### src/rtl/fuel_station_ctrl.sv
`timescale 1ns/1ps
// Two-fuel station controller: per-type FIFO queues of pending amounts, dispatch to
// idle pumps, one unit per busy pump per RUN cycle, with SETUP/ENTRY/HOLD modes.
module fuel_station_ctrl #(
    parameter int N_PUMPS     = 6,
    parameter int QUEUE_DEPTH = 8,
    parameter int MAX_FUEL    = 8,
    parameter int FUEL_W      = 4,
    parameter int CNT_W       = $clog2(QUEUE_DEPTH + 1),
    parameter int TOT_W       = 8,
    parameter int PN_W        = $clog2(N_PUMPS + 1)
) (
    input  logic               CLK,
    input  logic               RST,
    input  logic [1:0]         mode,
    input  logic [PN_W-1:0]    n_gasoline_pumps,
    input  logic [PN_W-1:0]    n_diesel_pumps,
    input  logic [FUEL_W-1:0]  fuel_amount,
    input  logic               fuel_type,
    output logic [N_PUMPS-1:0] pump_status,
    output logic [N_PUMPS-1:0] pump_busy,
    output logic               is_gasoline_queue_not_full,
    output logic               is_diesel_queue_not_full,
    output logic [CNT_W-1:0]   n_cars_in_gasoline_queue,
    output logic [CNT_W-1:0]   n_cars_in_diesel_queue,
    output logic [TOT_W-1:0]   total_gasoline_needed,
    output logic [TOT_W-1:0]   total_diesel_needed,
    output logic               invalid_gasoline_car,
    output logic               invalid_diesel_car,
    output logic               invalid_setup_params,
    output logic [7:0]         served_count
);
    localparam int QW = (QUEUE_DEPTH > 1) ? $clog2(QUEUE_DEPTH) : 1;
    localparam int SW = (N_PUMPS > 1) ? $clog2(N_PUMPS) : 1;

    typedef enum logic [1:0] {M_RUN = 2'b00, M_ENTRY = 2'b01, M_SETUP = 2'b10, M_HOLD = 2'b11} mode_e;
    typedef enum logic {S_UNCONF = 1'b0, S_CONF = 1'b1} state_e;

    state_e                       state_q, state_d;
    logic [PN_W-1:0]              ng_q, ng_d, nd_q, nd_d;
    logic [N_PUMPS-1:0]           busy_q, busy_d;
    logic [FUEL_W-1:0]            rem_q [N_PUMPS];
    logic [FUEL_W-1:0]            rem_d [N_PUMPS];
    logic [FUEL_W-1:0]            qmem_q [2][QUEUE_DEPTH];
    logic [FUEL_W-1:0]            qmem_d [2][QUEUE_DEPTH];
    logic [1:0][QW-1:0]           qhead_q, qhead_d;
    logic [1:0][CNT_W-1:0]        qcnt_q, qcnt_d;
    logic [7:0]                   served_q, served_d;
    logic [N_PUMPS-1:0]           status_q, status_d;
    logic                         inv_g_q, inv_g_d, inv_d_q, inv_d_d, inv_s_q, inv_s_d;
    logic [1:0]                   nf_q, nf_d;
    logic [1:0][CNT_W-1:0]        cnt_q, cnt_d;
    logic [1:0][TOT_W-1:0]        tot_q, tot_d;

    int   setup_sum;
    logic setup_ok;
    assign setup_sum = int'(n_gasoline_pumps) + int'(n_diesel_pumps);
    assign setup_ok  = (setup_sum >= 1) && (setup_sum <= N_PUMPS);

    // Gasoline owns pumps [0, g); diesel owns [g, g+d).
    function automatic logic pump_is(input int k, input logic t,
                                     input logic [PN_W-1:0] g, input logic [PN_W-1:0] d);
        int lo, hi;
        lo = t ? int'(g) : 0;
        hi = t ? int'(g) + int'(d) : int'(g);
        return (k >= lo) && (k < hi);
    endfunction

    always_comb begin
        logic          t;
        logic          en;
        logic          found;
        logic [SW-1:0] slot;
        logic [QW-1:0] tail;
        int            taken [2];
        state_d  = state_q;
        ng_d     = ng_q;
        nd_d     = nd_q;
        busy_d   = busy_q;
        rem_d    = rem_q;
        qmem_d   = qmem_q;
        qhead_d  = qhead_q;
        qcnt_d   = qcnt_q;
        served_d = served_q;
        status_d = '0;
        inv_g_d  = 1'b0;
        inv_d_d  = 1'b0;
        inv_s_d  = inv_s_q;
        t        = fuel_type;
        en       = 1'b0;
        found    = 1'b0;
        slot     = '0;
        tail     = '0;
        taken[0] = 0;
        taken[1] = 0;
        case (mode_e'(mode))
            M_SETUP: begin
                busy_d   = '0;
                qhead_d  = '0;
                qcnt_d   = '0;
                served_d = '0;
                if (setup_ok) begin
                    state_d = S_CONF;
                    ng_d    = n_gasoline_pumps;
                    nd_d    = n_diesel_pumps;
                    inv_s_d = 1'b0;
                end else begin
                    state_d = S_UNCONF;
                    inv_s_d = 1'b1;
                end
            end
            M_ENTRY: begin
                if (state_q == S_CONF) begin
                    for (int k = 0; k < N_PUMPS; k++) begin
                        if (!found && !busy_q[k] && pump_is(k, t, ng_q, nd_q)) begin
                            found = 1'b1;
                            slot  = SW'(k);
                        end
                    end
                    en   = t ? (nd_q != '0) : (ng_q != '0);
                    tail = QW'((int'(qhead_q[t]) + int'(qcnt_q[t])) % QUEUE_DEPTH);
                    if (!en || fuel_amount == '0 || fuel_amount > FUEL_W'(MAX_FUEL) ||
                        (!found && int'(qcnt_q[t]) >= QUEUE_DEPTH)) begin
                        if (t) inv_d_d = 1'b1;
                        else   inv_g_d = 1'b1;
                    end else if (found) begin
                        busy_d[slot] = 1'b1;
                        rem_d[slot]  = fuel_amount;
                    end else begin
                        qmem_d[t][tail] = fuel_amount;
                        qcnt_d[t]       = qcnt_q[t] + CNT_W'(1);
                    end
                end
            end
            M_RUN: begin
                if (state_q == S_CONF) begin
                    // Idle pumps take successive queue entries in index order.
                    for (int k = 0; k < N_PUMPS; k++) begin
                        t = pump_is(k, 1'b1, ng_q, nd_q);
                        if (t || pump_is(k, 1'b0, ng_q, nd_q)) begin
                            if (busy_q[k]) begin
                                rem_d[k] = rem_q[k] - FUEL_W'(1);
                                if (rem_q[k] == FUEL_W'(1)) begin
                                    busy_d[k]               = 1'b0;
                                    status_d[N_PUMPS-1-k]   = 1'b1;
                                    served_d                = served_d + 8'd1;
                                end
                            end else if (taken[t] < int'(qcnt_q[t])) begin
                                busy_d[k] = 1'b1;
                                rem_d[k]  = qmem_q[t][QW'((int'(qhead_q[t]) + taken[t]) % QUEUE_DEPTH)];
                                taken[t]  = taken[t] + 1;
                            end
                        end
                    end
                    for (int ty = 0; ty < 2; ty++) begin
                        qhead_d[ty] = QW'((int'(qhead_q[ty]) + taken[ty]) % QUEUE_DEPTH);
                        qcnt_d[ty]  = qcnt_q[ty] - CNT_W'(taken[ty]);
                    end
                end
            end
            default: ;
        endcase
    end

    // Status outputs are computed from next state so they land in flops with the state.
    always_comb begin
        int   acc;
        logic en;
        logic idle;
        acc  = 0;
        en   = 1'b0;
        idle = 1'b0;
        nf_d  = '0;
        cnt_d = '0;
        tot_d = '0;
        for (int ty = 0; ty < 2; ty++) begin
            acc  = 0;
            idle = 1'b0;
            en   = (state_d == S_CONF) && ((ty == 1) ? (nd_d != '0) : (ng_d != '0));
            for (int k = 0; k < N_PUMPS; k++) begin
                if (pump_is(k, 1'(ty), ng_d, nd_d)) begin
                    if (busy_d[k]) acc = acc + int'(rem_d[k]);
                    else           idle = 1'b1;
                end
            end
            for (int i = 0; i < QUEUE_DEPTH; i++) begin
                if (i < int'(qcnt_d[ty]))
                    acc = acc + int'(qmem_d[ty][QW'((int'(qhead_d[ty]) + i) % QUEUE_DEPTH)]);
            end
            cnt_d[ty] = en ? qcnt_d[ty] : '1;
            tot_d[ty] = en ? TOT_W'(acc) : '1;
            nf_d[ty]  = en && ((int'(qcnt_d[ty]) < QUEUE_DEPTH) || idle);
        end
    end

    always_ff @(posedge CLK) begin
        if (RST) begin
            state_q  <= S_UNCONF;
            ng_q     <= '0;
            nd_q     <= '0;
            busy_q   <= '0;
            qhead_q  <= '0;
            qcnt_q   <= '0;
            served_q <= '0;
            status_q <= '0;
            inv_g_q  <= 1'b0;
            inv_d_q  <= 1'b0;
            inv_s_q  <= 1'b0;
            nf_q     <= '0;
            cnt_q    <= '1;
            tot_q    <= '1;
        end else begin
            state_q  <= state_d;
            ng_q     <= ng_d;
            nd_q     <= nd_d;
            busy_q   <= busy_d;
            qhead_q  <= qhead_d;
            qcnt_q   <= qcnt_d;
            served_q <= served_d;
            status_q <= status_d;
            inv_g_q  <= inv_g_d;
            inv_d_q  <= inv_d_d;
            inv_s_q  <= inv_s_d;
            nf_q     <= nf_d;
            cnt_q    <= cnt_d;
            tot_q    <= tot_d;
        end
    end

    // Amount storage is only meaningful under busy/count, so it needs no reset.
    always_ff @(posedge CLK) begin
        rem_q  <= rem_d;
        qmem_q <= qmem_d;
    end

    always_comb begin
        pump_busy = '0;
        for (int k = 0; k < N_PUMPS; k++) pump_busy[N_PUMPS-1-k] = busy_q[k];
    end

    assign pump_status                = status_q;
    assign is_gasoline_queue_not_full = nf_q[0];
    assign is_diesel_queue_not_full   = nf_q[1];
    assign n_cars_in_gasoline_queue   = cnt_q[0];
    assign n_cars_in_diesel_queue     = cnt_q[1];
    assign total_gasoline_needed      = tot_q[0];
    assign total_diesel_needed        = tot_q[1];
    assign invalid_gasoline_car       = inv_g_q;
    assign invalid_diesel_car         = inv_d_q;
    assign invalid_setup_params       = inv_s_q;
    assign served_count               = served_q;
endmodule

### config.mk
export PLATFORM = sky130hd
export DESIGN_NAME = fuel_station_ctrl
export DESIGN_NICKNAME = d
export VERILOG_FILES = /design/src/rtl/fuel_station_ctrl.sv
export SDC_FILE = /design/constraint.sdc
export NUM_CORES = 1
export LEC_CHECK = 0
export CORE_MARGIN = 5
export CORE_UTILIZATION = 60
export CTS_BUF_LIST = sky130_fd_sc_hd__clkbuf_4 sky130_fd_sc_hd__clkbuf_8 sky130_fd_sc_hd__clkbuf_16
export CTS_CLUSTER_DIAMETER = 30
export DETAILED_ROUTE_END_ITERATION = 10
export PLACE_DENSITY = 0.89
export SLEW_MARGIN = 10
export SYNTH_ARGS = -nofsm -noshare
export SYNTH_HDL_FRONTEND = slang
export SYNTH_SLANG_ARGS = --single-unit
export TNS_END_PERCENT = 100
### constraint.sdc
create_clock -name CLK -period 23.8 [get_ports CLK]
set_input_delay 2.38 -clock CLK [delete_from_list [all_inputs] [get_ports CLK]]
set_output_delay 2.38 -clock CLK [all_outputs]
set_load 0.02 [all_outputs]
Word-level counts from Yosys, hierarchy flattened
Cells that the tools add are included.

Register bits: 158. Input port bits: 15. Output and inout port bits: 49. Logic and storage cells: 778.

Add/subtract/negate cells: 73. $lt $le $gt $ge: 126. Equality and inequality tests: 9. Multiplexer cells: 387. Bitwise gates (word level): 51. Reductions and logical operators: 87.

Operator list (count): 2-to-1 mux 64 bit (29); 2-to-1 mux 32 bit (43); 2-to-1 mux 8 bit (69); bitwise mux 64 bit (6); 2-to-1 mux 4 bit (82); binary-select mux 4 bit (select 3 bit) (22); demux 32 bit (select 1 bit) (7); adder 32 x 2 -> 32 bit (second input constant) (6); adder 8 x 5 -> 8 bit (24); less-than comparator 3 x 32 -> 1 bit (first input constant) (6); less-than comparator 32 x 5 -> 1 bit (6); 2-to-1 mux 36 bit (5); less-than comparator 4 x 32 -> 1 bit (first input constant) (5); less-than comparator 1 x 32 -> 1 bit (first input constant) (3); less-than comparator 2 x 32 -> 1 bit (first input constant) (3); 2-to-1 mux 24 bit (4); greater-or-equal comparator 3 x 4 -> 1 bit (second input constant) (22); 2-to-1 mux 1 bit (79); 2-to-1 mux 3 bit (25); inverter 3 bit (22); bitwise AND 64 bit (1); greater-or-equal comparator 3 x 32 -> 1 bit (first input constant) (2); adder 8 x 1 -> 8 bit (second input constant) (6); case mux 24 bit (2 select lines) (1); other kinds (62) (255).

Logic depth before layout (Yosys ltp)
Depth after elaboration: 100. Mapped depth: 93. Mapped depth without buffers: 88.

Worst setup path before layout
OpenSTA, ideal clock, no wires.

Path type: reg-to-reg. From: register ng_q[0]. To: register tot_q (netlist bit total_diesel_needed[7]). Data arrival time: 18.162 ns. Slack: 5.509 ns. Stages on the path, launching flop included: 78. Period minus slack after synthesis: 18.291 ns. Path through: dfxtp_1 -> ha_1 -> fa_1 -> xnor2_1 -> o211ai_1 -> nand2_1 -> buf_1 -> clkbuf_1 -> a21oi_1 -> ha_1 -> nand2b_1 -> mux2_2 -> a211o_4 -> a221oi_4 -> ha_1 -> a21oi_1 -> nor2_1 -> or4_1 -> [42 not listed] -> fa_1 -> mux2_2 -> fa_1 -> xor2_1 -> mux2_2 -> ha_1 -> a21oi_1 -> xnor2_1 -> mux2_2 -> ha_1 -> nand2b_1 -> a21oi_1 -> nand2_1 -> nor2b_1 -> and4_1 -> a211oi_2 -> xnor2_1 -> nand2_1.

Word-level cells in the longest chain between the ends: 87. Elaborated cells on any way between the ends: 443. Classes of those cells: 35 x add/sub; 72 x order compare; 258 x mux; 23 x bitwise; 55 x reduce/logical.

RTL lines: start: declaration (line 40) `logic [PN_W-1:0] ng_q, ng_d, nd_q, nd_d;`; start signal: assignment (line 214) `ng_q <= ng_d;`; branches (longest 86 deep; another with less-than comparator 1 x 32 -> 1 bit); 2-to-1 mux 8 bit (*) (line 187) `if (i < int'(qcnt_d[ty]))`; end signal: assignment (line 226) `tot_q <= tot_d;`; end: declaration (line 53) `logic [1:0][TOT_W-1:0] tot_q, tot_d;`.

Every way passes the cells marked *. The select of a mux whose other input is x is not followed. A chain may end at the register's enable or synchronous reset.

Worst setup path in the final report
From: register ng_q[1]. To: register tot_q (netlist bit total_diesel_needed[7]).

The elaborated chain is that of the path after synthesis.

==> results.md <==
- The number of nets still failing antenna checks after routing is 0.
- The register bit count reported by yosys is 158.
- Buffers added to address setup during post-CTS repair amount to 0.
- The leakage power total is 11.1 nW.
- The met1 routing resource usage after global routing is 0.443.
- After layout, the design draws a total of 0.770 mW.
- The fraction of registers with async set/reset is 0.
- STA puts the critical path data required time at 24.16 ns.
- The net count after synthesis is 3149.
- The cell taking the most area after synthesis is sky130_fd_sc_hd__dfxtp_1.
- The share of synthesized area occupied by flip-flops and latches is 0.132.
- Of the total power, the clock network draws 0.375.
- Of the total power, the share spent switching nets is 0.359.
- The pre-CTS setup slack is 3.18 ns.
- The final number of max-transition violations is 0.
- Of the total power, combinational logic draws 0.258.
- Of the total power, registers draw 0.367.
- The floorplan step set the die height to around 210 um.
- The peak supply drop is 0.0480 mV.
- The clock passes through at most 2 buffers.
- The clock root buffer is sky130_fd_sc_hd__clkbuf_16.
- The number of different library cells in the post-synthesis netlist is 101.
- Buffers inserted during clock tree synthesis total 17.
- The startpoint of the tightest hold check path is invalid_setup_params.
- The worst setup path is of the flip-flop to flip-flop kind.
- The final number of hold-violating endpoints is 0.
- The min-delay analysis places its worst path in the category flip-flop to flip-flop.
- Based on the critical path, the design can be clocked at up to 47.3 MHz.
- The number of antenna violations at the first check in global routing came to 5.
- The most frequently used flop master after synthesis is sky130_fd_sc_hd__dfxtp_1.
- The busiest layer in global routing is met2.
- The floorplan step set the die width to 210 um.
- The number of enable flip-flop cells after synthesis is 0.
- The worst path meets setup with 2.64 ns of slack.
- After clock tree synthesis, the clock-pin slew on the worst setup and hold paths is 0.08 ns.
- The routability-driven placement congestion ratio is between 1 and 1.5.
- The critical path arrival is 21.52 ns.
- The headroom to the max-slew limit is 0.152.
- For this design, the slowest cell found on the critical path is sky130_fd_sc_hd__nand2_1.
- The count of endpoints failing setup in the final report is 0.
- The setup TNS is 0 ns.
- After the last flow step, the layout net total stands at 3129.
- The starting DRC count in detailed routing is 3407.
- The synthesized netlist cell count is 2932.
- The source-to-sink clock delay at the later pin of the worst-skew pair is 0.47 ns.
- The flow ran to the end, and the final reports show no timing, DRC or antenna violations.
- Measured on the finished design, the core utilization comes to 0.647.
- Dividing the final minimum period by the clock period gives 0.889.
- From synthesis to final layout, the design area changed by 6.98%.
- STA classifies the critical path endpoint as a flip-flop.
- The wire length after detailed routing is 83300 um.
- The hold buffer count at cts is 0.
- The post-synth design cell area is 23900 um2.
- The global route total overflow is 0.
- The die outline area is 44000 um2.
- The average cell area after synthesis is just over 8 um2.
- The worst flop-to-flop path startpoint is ng_q[1].
- The pin count of the biggest net entering global routing is 64.
- The total number of placement rows is 73.
- Pin placement for this block handled 64 I/O pins.
- The depth of the worst register-to-register path is 67.
- The most numerous cell type found on the critical path is sky130_fd_sc_hd__ha_1.
- The detailed-route wire length per cell is about 24 um.
- By area the synthesized netlist is led by sky130_fd_sc_hd__dfxtp_1 (13%), sky130_fd_sc_hd__mux4_2 (9.8%), sky130_fd_sc_hd__mux2i_1 (9.5%).
- The cell depth of the worst min-delay path is 2.
- The first TritonRoute pass finished after 6 iterations.
- The number of vias per cell is 7.08.
- The actual slew at the worst max-slew pin is 1.27 ns.
- The maximum fanout along the worst path is 52.
- The delay contributed by the slowest stage of the critical path is 0.92 ns.
- The cell internal power dissipation is ~0.49 mW.
- The clock net in this run drives a total of 158 sinks.
- STA classifies the critical path startpoint as a flip-flop.
- The total power divided by cell area is 30.1 nW/um2.
- The worst path in the final design needs a cycle of 21.16 ns, including I/O delays and setup.
- For this run, the total global-route usage over all layers was measured as 0.362.
- The total vias in the final route is approximately 24000.
- The wire-length estimate of the detail-placed layout is 64500 um.
- The CTS tree is done.
- The maximum level of the CTS H-tree is 4.
- On the final layout, the worst clock skew is about 0.016 ns.
- The met2 track demand over resource is 0.583.
- The number of global-route vias before repair is 23450.
- The number of instances resized during post-cts repair is 0.
- The count of port buffers added during placement is 63.
- The total of fill cells in the finished design is 3200.
- Max-cap violations in this run came to 0.
- Of the post-synthesis cell area, the dominant cell type holds 0.132.
- The met3 track demand over resource is 0.0912.
- Of the cells placed in the final design, the portion with a size suffix greater than 1 is 0.126.
- After detailed routing, the number of remaining DRC violations is 0.
- Setup repair after global routing left no endpoint under its margin.
- The first global-routing pass estimated 129000 um of wire.
- In this run the standard cell core region covers approximately 40000 um2.
- Yosys printed 0 warnings.
- The initial standard-cell utilization of the core is 0.605.
- The startpoint of the worst setup timing path is ng_q[1].
- The switching power summed over all nets is 0.276 mW.
[routing by layer]
layer / share of wire / vias up
li1: - / 10808
met1: 0.37 / 11513
met2: 0.45 / 1682
met3: 0.12 / 415
met4: 0.065 / 8
met5: 0.0014 / -
[sequential cells by signal, summed over array words and instances (netlist names), 6 cells and up]
| name | cells |
|---|---|
| total_diesel_needed | 8 |
| qcnt_q | 8 |
| qmem_q | 64 |
| pump_status | 6 |
| qhead_q | 6 |
| rem_q | 24 |
| served_count | 8 |
| total_gasoline_needed | 8 |
| busy_q | 6 |
[cell type report]
type | count | area [um2] | share of cell area
repair buffers | 112 | 988 | 0.0386
clock buffers | 18 | 433 | 0.0169
well taps | 525 | 657 | 0.0257
multi-input cells | 2476 | 19700 | 0.768
inverters | 147 | 552 | 0.0216
flip-flops and latches | 158 | 3160 | 0.124
clock inverters | 13 | 130 | 0.00508
diodes | 1 | 2.50 | 0.0000978
[worst paths after layout]
path | endpoint | slack (ns)
worst min register to register | invalid_setup_params | 0.48
worst max-delay path | total_diesel_needed[7] | 2.64
worst max register to register | total_diesel_needed[7] | 2.64
worst min-delay path | invalid_setup_params | 0.48
[synthesized netlist by cell type (104+ instances only)]
library cell and number:
sky130_fd_sc_hd__nor2_1 271, sky130_fd_sc_hd__nand2_1 270, sky130_fd_sc_hd__mux2i_1 226, sky130_fd_sc_hd__a21oi_1 209, sky130_fd_sc_hd__ha_1 164, sky130_fd_sc_hd__dfxtp_1 158
sky130_fd_sc_hd__o21ai_0 148, sky130_fd_sc_hd__inv_1 142, sky130_fd_sc_hd__mux2_2 136, sky130_fd_sc_hd__clkbuf_1 122, sky130_fd_sc_hd__xnor2_1 112, sky130_fd_sc_hd__mux4_2 104
[critical path: cells and delay by family, from the launching register on]
family / cells / cell delay, ns
AO/OA/AOI/OAI: 19 / 4.94
buffers and inverters: 4 / 1.12
flip-flops: 1 / 0.70
multiplexers: 7 / 2.22
AND/OR/NAND/NOR: 17 / 4.56
adder cells (fa/ha/maj): 16 / 5.92
XOR/XNOR: 4 / 1.51
[per-stage QoR]
step | instances | hold slack [ns] | cell area, um2
floorplan | 2932 | 0.528 | 23900
global placement | 3418 | 0.444 | 25000
detailed placement | 3418 | 0.474 | 25000
CTS | 3449 | 0.485 | 25600
global route | 3449 | 0.512 | 25600
finish | 3450 | 0.480 | 25600
[cell families after synthesis]
logic type	after synthesis	synth area share
AO/OA/AOI/OAI	735	0.201
XOR/XNOR	171	0.0641
adder cells (fa/ha/maj)	204	0.118
buffers and inverters	298	0.0474
flip-flops	158	0.132
multiplexers	466	0.256
AND/OR/NAND/NOR	900	0.181
[placed cells by master, fill, tap and decap left out, drive strengths merged, types with 25 or more instances in the layout]
cell           count
a211oi            48
buf               51
nand2            270
o211ai            47
and2              27
clkdlybuf4s50     61
a21oi            209
fa                38
a31oi             29
nor3              61
a21o              63
xnor2            113
inv              149
nor2             271
xor2              56
ha               164
mux2             136
nand2b            25
o21ai            156
dfxtp            158
mux2i            226
nor2b             52
nand3             51
mux4             104
[power groups by stage]
stage                     clock network, mW  logic, mW  registers (mW)
after floorplan                           0      0.133           0.285
after global placement                    0      0.185           0.288
after detailed placement                  0      0.190           0.288
after CTS                             0.286      0.192           0.282
after global routing                  0.296      0.211           0.283
final                                 0.289      0.199           0.282
Note: power is estimated with default switching activity, not from simulation.
